**src/rtl/mult_pkg.sv**
```systemverilog
// Shared definitions for the bit-serial multiplier: FSM state encoding,
// a constant-evaluable clog2, and the Baugh-Wooley correction columns.
package mult_pkg;

    typedef enum logic [1:0] {
        ST_IDLE = 2'd0,
        ST_LOAD = 2'd1,
        ST_OUT  = 2'd2
    } state_e;

    // Ceiling log2, usable in parameter and port-width expressions.
    function automatic int clog2(input int v);
        int r;
        r = 0;
        while ((1 << r) < v) begin
            r = r + 1;
        end
        return r;
    endfunction

    // Signed mode adds a constant 1 at these two product columns.
    function automatic int bw_col_lo(input int w);
        return w;
    endfunction

    function automatic int bw_col_hi(input int w);
        return 2 * w - 1;
    endfunction

endpackage

```
**src/rtl/serial_column_adder.sv**
```systemverilog
// Column-wise product generator: for column k it adds every partial product
// with i+j==k to the running carry, emits the LSB, and keeps the rest as
// carry for column k+1. Signed mode applies Baugh-Wooley inversion/constants.
module serial_column_adder
    import mult_pkg::*;
#(
    parameter int W  = 8,
    parameter int CW = $clog2(W) + 2
) (
    input  logic                      CLK,
    input  logic                      RST,
    input  logic [W-1:0]              a_i,
    input  logic [W-1:0]              b_i,
    input  logic [clog2(2*W)-1:0]     k_i,
    input  logic                      sgn_i,
    input  logic                      en_i,
    input  logic                      clr_i,
    output logic                      bit_o
);

    // The carry never exceeds W, so the column sum stays below 2W+2 and
    // fits in CW bits for every legal W.
    logic [CW-1:0] carry_q;
    logic [CW-1:0] carry_d;
    logic [CW-1:0] sum;
    logic          pp;

    // Population count of column k's partial products plus carry and correction.
    always_comb begin
        sum = carry_q;
        pp  = 1'b0;
        for (int i = 0; i < W; i++) begin
            for (int j = 0; j < W; j++) begin
                if (i + j == int'(k_i)) begin
                    pp = a_i[i] & b_i[j];
                    if (sgn_i && ((i == W - 1) != (j == W - 1))) begin
                        pp = ~pp;
                    end
                    sum = sum + CW'(pp);
                end
            end
        end
        if (sgn_i && (int'(k_i) == bw_col_lo(W) || int'(k_i) == bw_col_hi(W))) begin
            sum = sum + CW'(1);
        end
        carry_d = sum >> 1;
    end

    assign bit_o = sum[0];

    // Carry register: cleared at operation start, advanced once per emitted bit.
    always_ff @(posedge CLK or negedge RST) begin
        if (!RST) begin
            carry_q <= '0;
        end else if (clr_i) begin
            carry_q <= '0;
        end else if (en_i) begin
            carry_q <= carry_d;
        end
    end

endmodule

```
**src/rtl/bit_serial_mult_n.sv**
```systemverilog
// Bit-serial W x W multiplier. Operands shift in LSB-first over W cycles
// (IDLE start edge plus W-1 LOAD edges); the 2W-bit product then leaves
// LSB-first over 2W OUT cycles with O_VLD high and DONE on the last bit.
module bit_serial_mult_n
    import mult_pkg::*;
#(
    parameter int W  = 8,
    parameter int CW = $clog2(W) + 2
) (
    input  logic CLK,
    input  logic RST,
    input  logic START,
    input  logic SGN,
    input  logic A,
    input  logic B,
    output logic BUSY,
    output logic O,
    output logic O_VLD,
    output logic DONE
);

    localparam int KW = clog2(2 * W);

    state_e        state_q, state_d;
    logic [KW-1:0] k_q, k_d;
    logic [W-1:0]  a_q, a_d;
    logic [W-1:0]  b_q, b_d;
    logic          sgn_q, sgn_d;
    logic          o_q, o_d;
    logic          vld_q, vld_d;
    logic          done_q, done_d;
    logic          start_now;
    logic          col_bit;
    logic          col_en;
    logic          col_clr;

    serial_column_adder #(
        .W  (W),
        .CW (CW)
    ) u_col (
        .CLK   (CLK),
        .RST   (RST),
        .a_i   (a_q),
        .b_i   (b_q),
        .k_i   (k_q),
        .sgn_i (sgn_q),
        .en_i  (col_en),
        .clr_i (col_clr),
        .bit_o (col_bit)
    );

    // Next-state logic: sequencing, operand shifting and output bit selection.
    always_comb begin
        state_d   = state_q;
        k_d       = k_q;
        a_d       = a_q;
        b_d       = b_q;
        sgn_d     = sgn_q;
        o_d       = 1'b0;
        vld_d     = 1'b0;
        done_d    = 1'b0;
        start_now = 1'b0;
        col_en    = 1'b0;
        col_clr   = 1'b0;

        case (state_q)
            ST_IDLE: begin
                start_now = START;
            end
            ST_LOAD: begin
                a_d = {A, a_q[W-1:1]};
                b_d = {B, b_q[W-1:1]};
                if (k_q == KW'(W - 1)) begin
                    state_d = ST_OUT;
                    k_d     = '0;
                end else begin
                    k_d = k_q + KW'(1);
                end
            end
            ST_OUT: begin
                if (done_q) begin
                    // Last bit already shown: return to IDLE, or restart at once.
                    state_d   = ST_IDLE;
                    k_d       = '0;
                    start_now = START;
                end else begin
                    o_d    = col_bit;
                    vld_d  = 1'b1;
                    done_d = (k_q == KW'(2 * W - 1));
                    k_d    = k_q + KW'(1);
                    col_en = 1'b1;
                end
            end
            default: begin
                state_d = ST_IDLE;
            end
        endcase

        if (start_now) begin
            a_d     = {A, a_q[W-1:1]};
            b_d     = {B, b_q[W-1:1]};
            sgn_d   = SGN;
            k_d     = KW'(1);
            state_d = ST_LOAD;
            col_clr = 1'b1;
        end
    end

    // State and datapath registers with asynchronous active-low clear.
    always_ff @(posedge CLK or negedge RST) begin
        if (!RST) begin
            state_q <= ST_IDLE;
            k_q     <= '0;
            a_q     <= '0;
            b_q     <= '0;
            sgn_q   <= 1'b0;
            o_q     <= 1'b0;
            vld_q   <= 1'b0;
            done_q  <= 1'b0;
        end else begin
            state_q <= state_d;
            k_q     <= k_d;
            a_q     <= a_d;
            b_q     <= b_d;
            sgn_q   <= sgn_d;
            o_q     <= o_d;
            vld_q   <= vld_d;
            done_q  <= done_d;
        end
    end

    assign BUSY  = (state_q != ST_IDLE);
    assign O     = o_q;
    assign O_VLD = vld_q;
    assign DONE  = done_q;

endmodule

```
**config.mk**
```make
export PLATFORM = sky130hd
export DESIGN_NAME = bit_serial_mult_n
export DESIGN_NICKNAME = d
export VERILOG_FILES = /design/src/rtl/mult_pkg.sv /design/src/rtl/serial_column_adder.sv /design/src/rtl/bit_serial_mult_n.sv
export SDC_FILE = /design/constraint.sdc
export NUM_CORES = 1
export LEC_CHECK = 0
export BUFFER_PORTS_ARGS = -buffer_cell sky130_fd_sc_hd__buf_4
export CORE_UTILIZATION = 35
export CTS_CLUSTER_DIAMETER = 200
export DETAILED_ROUTE_END_ITERATION = 8
export GPL_TIMING_DRIVEN = 0
export PLACE_DENSITY = 0.6
export SYNTH_ARGS = -nofsm -noshare
export SYNTH_HDL_FRONTEND = slang
export SYNTH_SLANG_ARGS = --single-unit
```
**constraint.sdc**
```tcl
create_clock -name CLK -period 62.6 [get_ports CLK]
set_input_delay 0 -clock CLK [delete_from_list [all_inputs] [get_ports CLK]]
set_output_delay 0 -clock CLK [all_outputs]
set_load 0.005 [all_outputs]
```
==> impl_metrics.json <==
{
  "worst_path_most_repeated_cell": "ha_1",
  "setup_viol": 0,
  "ctsHoldBuffers": 4,
  "die_w_um": 176,
  "worst_slew_pin_slew_ns": 0.811,
  "yosys.area.top_type_share_pct": 15.7,
  "cp_max_fo": 10,
  "status": "finished clean",
  "dr.pass1.iters": 4,
  "synth_nets": 1570,
  "period_needed_ns": 41.52,
  "insertedDiodeCount": 0,
  "coreArea_um2": 29700,
  "clockBufferDepth": 2,
  "critPathLaunchType": "register",
  "use_met3_pct": 1.92,
  "crit_arrival_ns": 41.66,
  "start_util_pct": 35.7,
  "grtUsageMet2_pct": 35.7,
  "rows": 63,
  "grt_util_met1_pct": 28.8,
  "placed_area_um2": 11200,
  "drc": 0,
  "end_kind": "register",
  "finalWirelength_mm": 33.3,
  "worstSetupPathType": "reg2reg",
  "synth_top_cell_by_area": "ha_1",
  "root_buffer": "clkbuf_16",
  "syn_to_final_growth_pct": 6.88,
  "final_cell_area_um2": 11300,
  "cap_viol_max_count": 0,
  "fin_nets": 1590,
  "dieArea_um2": 31000,
  "hold_viol": 0,
  "place_congestion": 0.896,
  "top_usage_layer": "met2",
  "cp.required_ns": 62.74,
  "synth_edf_count": 0,
  "antenna_found_initial": 0,
  "drive_gt1_share_pct": 7.86,
  "h-tree-depth": 2,
  "ys_ff_latch": 30,
  "hold_path_class": "in2async",
  "cts_buffers": 5,
  "cpPeakStageDelay_ns": 0.53,
  "cts.repair.resized": 0,
  "grt_pass1_wl_mm": 52.6,
  "cts_tree": "yes",
  "slew_headroom_pct": 45.5,
  "crit_slowest_cell": "clkbuf_1",
  "ys_seq_area_share_pct": 7.07,
  "cts_setup_buffers": 0,
  "numPortBuffers": 9,
  "max_freq_mhz": 24.1,
  "synthTopCellsByArea": "ha_1 16%, nand2_1 8.3%, xnor2_1 7.8%",
  "drtAntennaViolNets": 0,
  "dpl.hpwl_mm": 26.5,
  "ys_types": 96,
  "grt_pass1_vias": 9961,
  "fin_setup_tns_ns": 0,
  "clkLatencyLatePin_ns": 0.27,
  "async_flop_share_pct": 100,
  "slew_violations": 0,
  "syn-instance-count": 1431,
  "overflow": 0,
  "io_pins": 10,
  "grt_usage_pct": 21.3,
  "fp.dieH_um": 176,
  "hold_ws_ns": 0.200,
  "wire_per_inst_um": 18.1,
  "ys_warn_count": 0,
  "vias_per_cell": 5.68,
  "syn_avg_cell_area_um2": 7.42,
  "clock_sinks": 30,
  "drtIter0Drc": 840,
  "fin_crit_sh_pct": 66.3,
  "synth_flop_cell": "dfrtp_1",
  "rsz0062_at_grt": "false",
  "synth_area_um2": 10600,
  "clkTransAtPathRegs_ns": 0.05,
  "skew_ns": 0.00497,
  "num_vias": 10500,
  "grt_max_degree": 31
}
Yosys cell counts, types with 28 or more instances:
library cell    n
nand2_1       234
nor2_1        135
ha_1          133
xnor2_1        95
and2_1         74
a21oi_1        61
o21ai_0        59
nand3_1        51
xor2_1         49
clkbuf_1       44
mux2_2         33
dfrtp_1        30
and3_1         28
critical path: cells and delay by family, from the launching register on:
family	cells	cell delay [ns]
compound gates	44	9.15
xor+xnor	1	0.22
fa+ha+maj	66	19.02
buf+inv	8	1.35
flops	1	0.42
mux	17	4.60
simple gates	61	6.54
cells by family after synthesis:
kind of cell    after synthesis  share of synthesized area (%)
fa+ha+maj                   146                           16.9
mux                          57                           5.89
compound gates              305                           19.5
simple gates                624                           28.3
flops                        30                           7.07
buf+inv                      88                           3.35
xor+xnor                    181                           19.0
sequential cells by signal (all words and copies together), names as in the netlist:
name / flops
k_q: 4
a_q: 8
sgn_q: 1
DONE: 1
b_q: 8
u_col.carry_q: 4
state_q: 2
O: 1
O_VLD: 1
path summary, 6_finish.rpt:
kind                            slack [ns]  startpoint               end  depth (start not counted)
worst max-delay path                 21.08      k_q[0]  u_col.carry_q[3]                        197
worst min-delay path                  0.20         RST            k_q[1]                          2
worst max register to register       21.08      k_q[0]  u_col.carry_q[3]                        197
worst min register to register        0.58      k_q[0]            k_q[0]                          1
max in group asynchronous            62.12         RST            a_q[0]                          2
min in group CLK                      0.23       START            k_q[3]                          4
metal layers:
metal	wire, µm	part of all wire [%]
met1	15300	46
met2	15200	46
met3	1770	5.3
met4	993	3.0
met5	0	0
cells in the final DEF, fill, tap and decap left out, types with 7 or more instances in the layout:
cell type and n:
a21oi_1 61, maj3_1 11, o22ai_1 18, inv_1 26, xor2_1 49, a21o_1 10, mux2_2 33, nand3_1 51
o21ai_0 59, a211oi_1 8, o21ai_1 8, dfrtp_1 30, nor3_1 26, xnor3_1 15, nor2_1 135, mux2i_1 22
a22oi_1 10, o21a_1 11, xnor2_1 95, o211ai_1 18, ha_1 133, and2_1 74, buf_1 9, and3_1 28
nand4_1 7, a31oi_1 21, nand3b_1 9, nand2b_1 7, xnor2_2 12, a221oi_1 7, or2_2 9, clkbuf_1 44
buf_4 10, nand2_1 234
cell type report:
cell class,instances,area [µm²]
clock buffer,5,125
inverter,27,101
buffer,61,254
clock inverter,2,10.0
timing repair buffer,13,108
sequential,30,751
tap,390,488
multi-input combinational,1313,9510
fill,3085,18400
metrics by stage:
| step | std cells | setup slack, ns | util, % |
|---|---|---|---|
| 2_1_floorplan | 1431 | 26.20 | - |
| 3_3_place_gp | 1830 | 22.25 | 37.6 |
| 3_5_place_dp | 1830 | 21.67 | 37.6 |
| 4_1_cts | 1841 | 21.52 | 38.2 |
| 5_1_grt | 1841 | 18.34 | 38.2 |
| 6_report | 1841 | 21.08 | 38.2 |
Power is not shown: default switching activity piles up to over one toggle a cycle in this logic, so the estimate is an artifact.
